$ cat src/rtl/mem_arbiter.sv
// mem_arbiter: shares one byte-wide RAM/IO port between instruction fetch and the load/store buffer.
// Latency: an L-byte read pulses done L+1 edges after the grant edge, an L-byte store L edges after it.
// Backpressure: requests hold until done; MEM_ARB_IO_STALL_EN holds IO-region store bytes while io_buffer_full.
module mem_arbiter #(
    parameter int         ADDR_W = 32,
    parameter logic [1:0] IO_SEL = 2'b11
) (
    input  logic              clk,
    input  logic              rst,
    input  logic              rdy,
    input  logic              roll,
    input  logic              io_buffer_full,
    input  logic [7:0]        mem_din,
    output logic [7:0]        mem_dout,
    output logic [ADDR_W-1:0] mem_a,
    output logic              mem_wr,
    input  logic              IF_flag,
    input  logic [ADDR_W-1:0] IF_PC,
    output logic              IF_done,
    output logic [31:0]       IF_inst,
    input  logic              LSB_flag,
    input  logic              LSB_op,
    input  logic [ADDR_W-1:0] LSB_PC,
    input  logic [2:0]        LSB_LS_len,
    input  logic [31:0]       LSB_data,
    output logic              LSB_done,
    output logic [31:0]       LSB_val
);

    localparam logic [1:0] S_IDLE  = 2'd0;
    localparam logic [1:0] S_READ  = 2'd1;
    localparam logic [1:0] S_WRITE = 2'd2;

    logic [1:0]        state_q, state_d;
    logic [2:0]        cnt_q, cnt_d;
    logic              last_q, last_d;      // 1 = LSB owns the current/last access
    logic [ADDR_W-1:0] base_q, base_d;
    logic [2:0]        len_q, len_d;
    logic [31:0]       buf_q, buf_d;
    logic [ADDR_W-1:0] mem_a_q, mem_a_d;
    logic [7:0]        mem_dout_q, mem_dout_d;
    logic              mem_wr_q, mem_wr_d;
    logic              if_done_q, if_done_d;
    logic [31:0]       if_inst_q, if_inst_d;
    logic              lsb_done_q, lsb_done_d;
    logic [31:0]       lsb_val_q, lsb_val_d;

    logic io_full;
`ifdef MEM_ARB_IO_STALL_EN
    assign io_full = io_buffer_full;
`else
    logic unused_io_buffer_full;
    assign unused_io_buffer_full = io_buffer_full;
    assign io_full = 1'b0;
`endif

    function automatic logic io_hold(input logic full, input logic [ADDR_W-1:0] a);
        return full && (a[17:16] == IO_SEL);
    endfunction

    logic              if_req, lsb_req, grant_lsb, grant_if;
    logic [2:0]        lsb_len;
    logic [1:0]        rd_idx;
    logic [ADDR_W-1:0] next_a;

    // A requester still showing its done pulse is not re-granted; IF wins right after an LSB grant.
    assign if_req    = IF_flag && !if_done_q;
    assign lsb_req   = LSB_flag && !lsb_done_q;
    assign grant_lsb = lsb_req && !(last_q && if_req);
    assign grant_if  = if_req && !grant_lsb;
    assign lsb_len   = (LSB_LS_len == 3'd1 || LSB_LS_len == 3'd2) ? LSB_LS_len : 3'd4;
    assign rd_idx    = cnt_q[1:0] - 2'd2;
    assign next_a    = base_q + ADDR_W'(cnt_q);

    always_comb begin
        state_d    = state_q;
        cnt_d      = cnt_q;
        last_d     = last_q;
        base_d     = base_q;
        len_d      = len_q;
        buf_d      = buf_q;
        mem_a_d    = mem_a_q;
        mem_dout_d = mem_dout_q;
        mem_wr_d   = mem_wr_q;
        if_done_d  = 1'b0;
        if_inst_d  = if_inst_q;
        lsb_done_d = 1'b0;
        lsb_val_d  = lsb_val_q;
        case (state_q)
            S_IDLE: begin
                mem_wr_d = 1'b0;
                if (!roll) begin
                    if (grant_lsb) begin
                        last_d  = 1'b1;
                        base_d  = LSB_PC;
                        len_d   = lsb_len;
                        mem_a_d = LSB_PC;
                        cnt_d   = 3'd1;
                        if (LSB_op) begin
                            state_d    = S_WRITE;
                            buf_d      = LSB_data;
                            mem_dout_d = LSB_data[7:0];
                            mem_wr_d   = !io_hold(io_full, LSB_PC);
                        end else begin
                            state_d = S_READ;
                            buf_d   = '0;
                        end
                    end else if (grant_if) begin
                        last_d  = 1'b0;
                        base_d  = IF_PC;
                        len_d   = 3'd4;
                        mem_a_d = IF_PC;
                        cnt_d   = 3'd1;
                        state_d = S_READ;
                        buf_d   = '0;
                    end
                end
            end
            S_READ: begin
                if (roll) begin
                    state_d  = S_IDLE;
                    cnt_d    = '0;
                    mem_wr_d = 1'b0;
                end else begin
                    cnt_d = cnt_q + 3'd1;
                    if (cnt_q < len_q) begin
                        mem_a_d = next_a;
                    end
                    // RAM data lags the address by one cycle, so edge k captures byte k-2.
                    if (cnt_q >= 3'd2) begin
                        buf_d[{rd_idx, 3'b000} +: 8] = mem_din;
                    end
                    if (cnt_q == len_q + 3'd1) begin
                        state_d = S_IDLE;
                        cnt_d   = '0;
                        if (last_q) begin
                            lsb_done_d = 1'b1;
                            lsb_val_d  = buf_d;
                        end else begin
                            if_done_d = 1'b1;
                            if_inst_d = buf_d;
                        end
                    end
                end
            end
            S_WRITE: begin
                // Stores are committed: roll does not interrupt them.
                if (!mem_wr_q) begin
                    if (!io_hold(io_full, mem_a_q)) begin
                        mem_wr_d = 1'b1;
                    end
                end else if (cnt_q == len_q) begin
                    state_d    = S_IDLE;
                    cnt_d      = '0;
                    mem_wr_d   = 1'b0;
                    lsb_done_d = 1'b1;
                end else begin
                    mem_a_d    = next_a;
                    mem_dout_d = buf_q[{cnt_q[1:0], 3'b000} +: 8];
                    cnt_d      = cnt_q + 3'd1;
                    mem_wr_d   = !io_hold(io_full, next_a);
                end
            end
            default: begin
                state_d  = S_IDLE;
                cnt_d    = '0;
                mem_wr_d = 1'b0;
            end
        endcase
    end

    always_ff @(posedge clk) begin
        if (rst) begin
            state_q    <= S_IDLE;
            cnt_q      <= '0;
            last_q     <= 1'b0;
            base_q     <= '0;
            len_q      <= '0;
            buf_q      <= '0;
            mem_a_q    <= '0;
            mem_dout_q <= '0;
            mem_wr_q   <= 1'b0;
            if_done_q  <= 1'b0;
            if_inst_q  <= '0;
            lsb_done_q <= 1'b0;
            lsb_val_q  <= '0;
        end else if (rdy) begin
            state_q    <= state_d;
            cnt_q      <= cnt_d;
            last_q     <= last_d;
            base_q     <= base_d;
            len_q      <= len_d;
            buf_q      <= buf_d;
            mem_a_q    <= mem_a_d;
            mem_dout_q <= mem_dout_d;
            mem_wr_q   <= mem_wr_d;
            if_done_q  <= if_done_d;
            if_inst_q  <= if_inst_d;
            lsb_done_q <= lsb_done_d;
            lsb_val_q  <= lsb_val_d;
        end
    end

    assign mem_a    = mem_a_q;
    assign mem_dout = mem_dout_q;
    assign mem_wr   = mem_wr_q;
    assign IF_done  = if_done_q;
    assign IF_inst  = if_inst_q;
    assign LSB_done = lsb_done_q;
    assign LSB_val  = lsb_val_q;

endmodule

$ cat config.mk
export PLATFORM = sky130hd
export DESIGN_NAME = mem_arbiter
export DESIGN_NICKNAME = d
export VERILOG_FILES = /design/src/rtl/mem_arbiter.sv
export SDC_FILE = /design/constraint.sdc
export NUM_CORES = 1
export LEC_CHECK = 0
export ABC_AREA = 1
export ABC_CLOCK_PERIOD_IN_PS = 4300
export BUFFER_PORTS_ARGS = -buffer_cell sky130_fd_sc_hd__clkbuf_2
export CORE_UTILIZATION = 50
export CTS_CLUSTER_DIAMETER = 120
export CTS_CLUSTER_SIZE = 24
export DETAILED_ROUTE_END_ITERATION = 12
export GPL_TIMING_DRIVEN = 0
export HOLD_SLACK_MARGIN = 0.1
export PLACE_DENSITY = 0.75
export SYNTH_ARGS = -nofsm -noshare
export SYNTH_HDL_FRONTEND = slang
export SYNTH_SLANG_ARGS = --single-unit
$ cat constraint.sdc
create_clock -name clk -period 4.3 [get_ports clk]
set_clock_uncertainty 0.15 [all_clocks]
set_input_delay 0.43 -clock clk [delete_from_list [all_inputs] [get_ports clk]]
set_output_delay 0.43 -clock clk [all_outputs]
set_load 0.1 [all_outputs]
# Word-level counts from Yosys, hierarchy flattened
# Cells that the tools add are included.
dict set report word_totals {
  reg_bits 180
  in_bits 115
  out_inout_bits 107
  wordCells 127
}
dict set report op_classes {
  addsub 5
  n_lt_le_gt_ge 2
  n_eq_ne 17
  n_shift 3
  n_mux 61
  bitwise 2
  n_reduce_logical 24
}
# op n
set op_table {}
lappend op_table {{32-bit 2-to-1 mux} 13}
lappend op_table {{32-bit one-hot mux with 3 select lines} 1}
lappend op_table {{32-bit one-hot mux with 2 select lines} 1}
lappend op_table {{8-bit 2-to-1 mux} 5}
lappend op_table {{32-bit by 3-bit adder with 32-bit output} 1}
lappend op_table {{32-bit bitwise mux} 1}
lappend op_table {{8-bit by 7-bit variable shift with 32-bit output, first input constant} 1}
lappend op_table {{32-bit by 6-bit indexed part select with 8-bit output} 1}
lappend op_table {{8-bit by 7-bit indexed part select with 32-bit output} 1}
lappend op_table {{3-bit 2-to-1 mux} 10}
lappend op_table {{2-bit != test, second input constant} 9}
lappend op_table {{1-bit 2-to-1 mux} 17}
lappend op_table {{2-bit 2-to-1 mux} 8}
lappend op_table {{8-bit one-hot mux with 2 select lines} 1}
lappend op_table {{5-bit AND reduction} 3}
lappend op_table {{3-bit one-hot mux with 3 select lines} 1}
lappend op_table {{4-bit AND reduction} 2}
lappend op_table {{8-bit AND reduction} 1}
lappend op_table {{5-bit negator with 7-bit output} 1}
lappend op_table {{7-bit AND reduction} 1}
lappend op_table {{3-bit by 1-bit adder with 3-bit output, second input constant} 2}
lappend op_table {{3-bit == test} 2}
lappend op_table {{3-bit != test, second input constant} 2}
lappend op_table {{2-bit one-hot mux with 3 select lines} 1}
lappend op_table {{other kinds (18)} 28}

# Depth between registers and ports, before layout
# Gate-level depths: netlist (run 1).
dict set report logic_depth {
  depth_word 11
  depth_mapped 15
  mapped_depth_nobuf 12
}

# Least setup slack after synthesis (run 1)
# Ideal clock, no wire load.
dict set report synth_path {
  path_kind {register to register}
  from {register cnt_q[0]}
  to {register if_inst_q[16], in the netlist IF_inst[16]}
  setup_ps 120
  t_arrival_ps 2297
  required_ps 4030
  slack_ps 1734
  stages_incl_launch_ff 15
  n_path_buf 5
  synth_period_minus_slack_ps 2566
  cell_sequence {dfxtp_1 > buf_2 > inv_1 > buf_2 > clkbuf_1 > ha_1 > inv_1 > nand2_1 > nor2_1 > nand3_1 > or2_1 > buf_2 > buf_2 > o21ai_0 > a21oi_1}
}
dict set report synth_via {
  elab_chain_cells 5
  elab_cells_between_ends 9
  classes_between {add/sub: 2; order compare: 1; eq/ne: 1; shift: 2; mux: 2; reduce/logical: 1}
}
# item line
set synth_lines {}
lappend synth_lines {{start, declared} 35} ;# logic [2:0] cnt_q, cnt_d;
lappend synth_lines {{start signal, assigned} 189} ;# cnt_q <= cnt_d;
lappend synth_lines {{2-bit subtractor} 72} ;# assign rd_idx = cnt_q[1:0] - 2'd2;
lappend synth_lines {{5-bit negator with 7-bit output} 131} ;# buf_d[{rd_idx, 3'b000} +: 8] = mem_din;
lappend synth_lines {{8-bit by 7-bit indexed part select with 32-bit output or 8-bit by 7-bit variable shift with 32-bit output (tied branches)} 131}
lappend synth_lines {{32-bit bitwise mux} 131}
lappend synth_lines {{32-bit 2-to-1 mux} 130} ;# if (cnt_q >= 3'd2) begin
lappend synth_lines {{end signal, assigned} 198} ;# if_inst_q <= if_inst_d;
lappend synth_lines {{end, declared} 44} ;# logic [31:0] if_inst_q, if_inst_d;
# Several ways; a longest one is shown, not always the timed one.
# A chain may end at the register's enable or synchronous reset.

# Worst setup path after layout (run 1)
dict set report layout_path {
  from {register cnt_q[0]}
  to {register lsb_val_q[0], in the netlist LSB_val[0]}
}
dict set report layout_via {
  elab_chain_cells 5
  elab_cells_between_ends 9
  classes_between {add/sub: 2; order compare: 1; eq/ne: 1; shift: 2; mux: 2; reduce/logical: 1}
}
# item line
set layout_lines {}
lappend layout_lines {{2-bit subtractor} 72}
lappend layout_lines {{5-bit negator with 7-bit output} 131}
lappend layout_lines {{8-bit by 7-bit indexed part select with 32-bit output or 8-bit by 7-bit variable shift with 32-bit output (tied branches)} 131}
lappend layout_lines {{32-bit bitwise mux} 131}
lappend layout_lines {{32-bit 2-to-1 mux} 130}
lappend layout_lines {{end signal, assigned} 200} ;# lsb_val_q <= lsb_val_d;
lappend layout_lines {{end, declared} 46} ;# logic [31:0] lsb_val_q, lsb_val_d;
# Several ways; a longest one is shown, not always the timed one.

==> results.md, run 1 <==
* CP max-delay cell: dfxtp_1
* Synth top area share at approximately 37%
* Mux cell area share after synthesis at 0%
* Worst IR Drop VDD at about 0.29 mV
* Crit-path cells: buf_2 -> inv_1 -> buf_2 -> clkbuf_1 -> ha_1 -> clkbuf_1 -> nand3_1 -> nor2_1 -> nand2_1 -> o21ai_1 -> o21ai_0 -> a21oi_1
* Ratio of cells with drive above 1 in the final layout at 17.1%
* Outcome: finished clean
* CP Capture Type: flip-flop
* Non-Filler Instances at 2057
* Unrepaired setup endpoints after global routing: false
* Met1 usage at 51.9%
* Area leader, netlist: dfxtp_1
* Fin. Hold Viols at 0
* Overall Power at between 4 and 5 mW
* Most used routing layer in global routing: met1
* P per Cell Area at 419 nW/µm²
* Longest Clk Path Bufs at 2
* Wire per inst at ~17 µm
* Worst Path Max Fanout at 13
* WS Path Type: reg2reg
* Port bufs at roughly 220
* Hold_buf cts at 3
* Register area share after synthesis at between 30% and 40%
* EDFF count, synth at 0
* Post-synthesis compound-gate area fraction at about a quarter
* Tot GR Track Use at ~36%
* Post-synth ARST share at 0%
* Synth Area in Adders at about 2.4%
* Largest net degree at the start of global routing at 21
* Total Die Area at between 20000 and 25000 µm²
* Final Cycle Share at 83.1%
* Slew @ Worst Pin at 0.825 ns
* Setup slack, reg-to-reg at 0.73 ns
* Nets at about 1900
* Post-CTS setup buffers at 0
* 1st-iter DRT viols at between 1000 and 1500
* Grt total ovfl at 0
* Hold WC Path Type: in2reg
* Post-Synth XOR/XNOR Area at less than 1%
* Diode count at 0
* Post-synthesis cell count at 1543
* Synthesized flop and latch total at 180
* Max H-tree Level at 4
* Fin. max-slew vios at 0
* Vias in the first global route at approximately 9800
* Die span in x at approximately 140 µm
* Post-DRT Antenna Nets at 0
* Post-route DRC at 0
* Synth warn at 0
* Drt total wl at 35.8 mm
* Worst skew pair latency at between 0.4 and 0.5 ns
* Yosys cell types at 36
* Post-Synthesis Cell Area at around 10000 µm²
* TritonCTS sink count at 180
* Relative slew slack at 45.0%
* R2R cell count at 12
* Post-synth net total at 1676
* Largest family of logic cells by synthesized area: compound AO/OA/AOI/OAI gates
* Setup TNS at 0 ns
* Leakage at between 5 and 6 nW
* Core Region at ~19000 µm²
* Vias per inst at between 5 and 6
* Dpl hpwl at ~28 mm
* Initial Utilization at approximately half
* First-pass DRT Iterations at 5
* Dominant synthesized flop cell: dfxtp_1
* Ports at between 200 and 250
* Critical Path RT at ~4.5 ns
* CTS tree: built
* Ranking of synthesized cells by area: dfxtp_1 (37%), nand2_1 (12%), a21oi_1 (9.4%)
* Tmin final at 3.57 ns
* Area Growth Syn to Fin at 21.2%
* CTS root buf: clkbuf_16
* Slowest stage delay, CP at between 0.4 and 0.5 ns
* Final setup fails at 0
* Placed insts at 2022
* Simple-gate share of the synthesized area at 23.5%
* CTS Buf Count at 17
* Die Ht at about 140 µm
* CP arrival at 3.80 ns
* CP startpoint kind: flip-flop
* Met3 usage at roughly a tenth
* Post_cts resized at 0
* Initial antenna violation count at 0
* Highest clock rate at 280 MHz
* Hold Path Depth at 3
* GR Util met2 at 49.9%
* Num rows at 50
* First-pass GRT wire length at 53.9 mm
* DR vias at between 10000 and 15000
* Max Cap Viol at 0
* Layout Utilization at between 60 and 70%
* GPL Wtd Cong at 0.962
* Clock-pin slew on the worst setup and hold paths at 0.08 ns
* Post-Syn Area per Cell at around 6.4 µm²
==> sequential cells by signal (all words and copies together) (netlist names) <==
signal	count
IF_inst	32
LSB_val	32
base_q	32
buf_q	32
mem_a	32
mem_dout	8
cnt_q	3
len_q	3
state_q	2
IF_done	1
LSB_done	1
last_q	1
mem_wr	1
==> through the flow <==
step / area [µm²] / setup slack, ns / hold slack, ns
detailed placement: 11200 / 0.836 / 0.287
global placement: 11200 / 0.871 / 0.283
floorplan: 9810 / 1.73 / 0.295
CTS: 11900 / 0.828 / 0.100
finish: 11900 / 0.727 / 0.103
global route: 11900 / 0.517 / 0.108
==> layer usage <==
layer	vias to the layer above	share of wire (%)
met1	4991	46
met5	-	0
met4	0	2.3
li1	5439	-
met3	48	11
met2	568	40
==> path summary, 6_finish.rpt <==
kind                 end        start
min            base_q[7]    LSB_PC[7]
min reg2reg  LSB_val[27]  LSB_val[27]
max reg2reg   LSB_val[0]     cnt_q[0]
max           LSB_val[0]     cnt_q[0]
==> cells by family (layout without fill, tap and decap cells) <==
group                    after synthesis  count (layout)
AO/OA/AOI/OAI                        464             464
AND/OR/NAND/NOR                      559             559
adder cells (fa/ha/maj)               18              18
flip-flops                           180             180
XOR/XNOR                               4               4
buffers and inverters                318             572
==> critical path: cells and delay by family (launching register included) <==
kind / cells / cell delay, ns
buffers and inverters: 5 / 1.23
DFF: 1 / 0.48
adders and majority gates: 1 / 0.42
AOI/OAI and AO/OA: 3 / 0.66
and+or+nand+nor: 3 / 0.58
==> final cells by class <==
cell class	instances	area, µm²
multi-input cells	1045	4970
clock inverters	15	200
flip-flops and latches	180	3600
repair buffers	222	1130
clock buffers	17	425
well taps	260	325
fillers	1842	7070
plain buffers	86	363
inverters	232	871
==> cells in the final DEF (no fill, tap or decap), drive strengths merged, types with 8 or more instances in the layout <==
master	n
nor2	145
or2	13
nor3	11
inv	238
clkinv	8
buf	29
nand2	313
clkbuf	293
dfxtp	180
ha	17
nand3	68
o21ai	244
a21oi	184
o21bai	10
a31oi	13
==> cells in the mapped netlist (12+ instances only) <==
cell type / instances
clkbuf_1: 57
dfxtp_1: 180
nand3_1: 65
a31oi_1: 13
or2_2: 12
buf_2: 26
o21ai_1: 122
a21oi_1: 184
nor2_1: 139
ha_1: 17
o21ai_0: 122
inv_1: 225
nand2_1: 312
==> power breakdown <==
| group | total, mW | switching [mW] | internal (mW) |
|---|---|---|---|
| Clock | 1.66 | 0.808 | 0.849 |
| Sequential | 1.88 | 0.0875 | 1.79 |
| Combinational | 1.45 | 1.12 | 0.329 |
| Total | 4.98 | 2.02 | 2.97 |
(Power assumes the default switching activity.)
==> run 2, diff against run 1 <==
Settings changed: ABC_CLOCK_PERIOD_IN_PS 4300 to 2900, PLACE_DENSITY 0.75 to 0.78.
Clock period 4.3 ns to 2.9 ns, I/O delays scaled along.
==> results.md, run 2 (synthesized netlist as in run 1, its figures left out) <==
* Commonest non-fill, non-tap cells in the layout: nand2_1 (312), inv_1 (225), clkbuf_2 (225), a21oi_1 (184), dfxtp_1 (178)
* Most used routing layer in global routing: met2
* Ratio of cells with drive above 1 in the final layout at approximately 18%
* Fin. Hold Viols at 0
* Max H-tree Level at 4
* Vias in the first global route at roughly 10000
* Leading cell type in the layout, fill and taps excluded: nand2_1
* Fin. max-slew vios at 0
* Wire per inst at between 15 and 20 µm
* Critical Path RT at between 3 and 4 ns
* Met1 usage at 49.7%
* Post-DRT Antenna Nets at 0
* Diode count at 0
* Grt total ovfl at 0
* CP Capture Type: flip-flop
* Largest net degree at the start of global routing at 21
* WHS at a little under 0.1 ns
* Post-route DRC at 0
* Initial Utilization at around 52%
* Dpl hpwl at around 27 mm
* R2R cell count at 12
* Tot GR Track Use at approximately 36%
* First-pass GRT wire length at between 50 and 60 mm
* Outcome: finished clean
* Die span in x at between 100 and 150 µm
* Non-Filler Instances at about 2100
* GPL Wtd Cong at 0.962
* Tmin final at between 2 and 3 ns
* Reg area at between 3000 and 4000 µm²
* Initial antenna violation count at 0
* Longest Clk Path Bufs at 2
* Leakage at around 5.7 nW
* CTS Buf Count at 17
* Nets at slightly below 2000
* Overall Power at 7.42 mW
* Filler cells at 1741
* CP startpoint kind: flip-flop
* Hold Path Depth at 5
* Core Region at between 15000 and 20000 µm²
* WS Path Type: reg2reg
* Worst skew pair latency at around 0.45 ns
* Area Growth Syn to Fin at 28.5%
* P per Cell Area at roughly 590 nW/µm²
* Drt total wl at around 36 mm
* Final setup fails at 0
* Layout Utilization at 66.5%
* 1st-iter DRT viols at 1454
* CP arrival at just over 3 ns
* Final Cycle Share at 96.0%
* Placed insts at between 2000 and 2500
* CTS root buf: clkbuf_16
* Worst IR Drop VDD at ~0.44 mV
* Vias per inst at 5.44
* Total Die Area at 20200 µm²
* CTS tree: built
* Dpl ws at -0.537 ns
* Num rows at 50
* Highest clock rate at 359 MHz
* Slew @ Worst Pin at 0.767 ns
* Relative slew slack at just under 50%
* TritonCTS sink count at 180
* Clock-pin slew on the worst setup and hold paths at 0.08 ns
* Worst Path Max Fanout at 13
* Hold WC Path Type: in2reg
* Die Ht at ~140 µm
* Max Cap Viol at 0
* DR vias at 11600
* First-pass DRT Iterations at 6
* Ports at about 220
* Multi-input gate area at 5020 µm²
* Setup WS post-layout at between 0.1 and 0.15 ns
* GR Util met2 at a little over half
* Met3 usage at under 10%
* Port bufs at about 220
-- run 2: routing by layer --
metal / up-vias / wire length [µm] / part of all wire (%)
met1: 5275 / 16000 / 44
met2: 616 / 15200 / 42
met5: - / 0 / 0
met4: 0 / 1270 / 3.5
met3: 81 / 3780 / 10
li1: 5580 / - / -
-- run 2: per-stage QoR --
stage | instance area [µm²] | TNS [ns]
6_report | 12600 | 0
5_1_grt | 12600 | -0.0122
3_5_place_dp | 11200 | -44.49
2_1_floorplan | 9810 | 0
3_3_place_gp | 11200 | -42.39
4_1_cts | 12500 | 0
-- run 2: cell type report --
type | instances | share of cell area [%]
multi-input cells | 1045 | 39.8
flip-flops and latches | 180 | 28.6
repair buffers | 291 | 14.3
inverters | 232 | 6.91
clock buffers | 17 | 3.37
plain buffers | 85 | 3.01
well taps | 260 | 2.58
clock inverters | 15 | 1.37
-- run 2: worst paths after layout --
kind	end	slack, ns	from
setup / recovery	buf_q[29]	0.12	cnt_q[0]
hold / removal	base_q[27]	0.1	LSB_PC[27]
setup reg to reg	buf_q[29]	0.12	cnt_q[0]
hold reg to reg	LSB_val[10]	0.30	LSB_val[10]
-- run 2: critical path: stages (launching register included) --
cell and delay [ns]:
dfxtp_4 0.40, inv_1 0.07, buf_2 0.18, buf_6 0.17, ha_1 0.24, nor3_4 0.25
nor2_2 0.15, buf_2 0.21, o21ai_1 0.55, nand2_1 0.10, o21ai_1 0.12, o21ai_1 0.08
inv_1 0.06
-- run 2: timing repair --
action / in CTS / in global routing
pin swaps: 1 / 0
endpoints found under the hold margin: 47 / 0
hold buffers: 67 / 0
resized for setup: 16 / 19
setup buffers: 1 / 4
setup endpoints to repair: 137 / 129
-- run 2: where the power goes --
| part | switching, mW | internal, mW |
|---|---|---|
| Combinational | 1.68 | 0.576 |
| Clock | 1.21 | 1.17 |
| Sequential | 0.127 | 2.65 |
| Total | 3.02 | 4.40 |
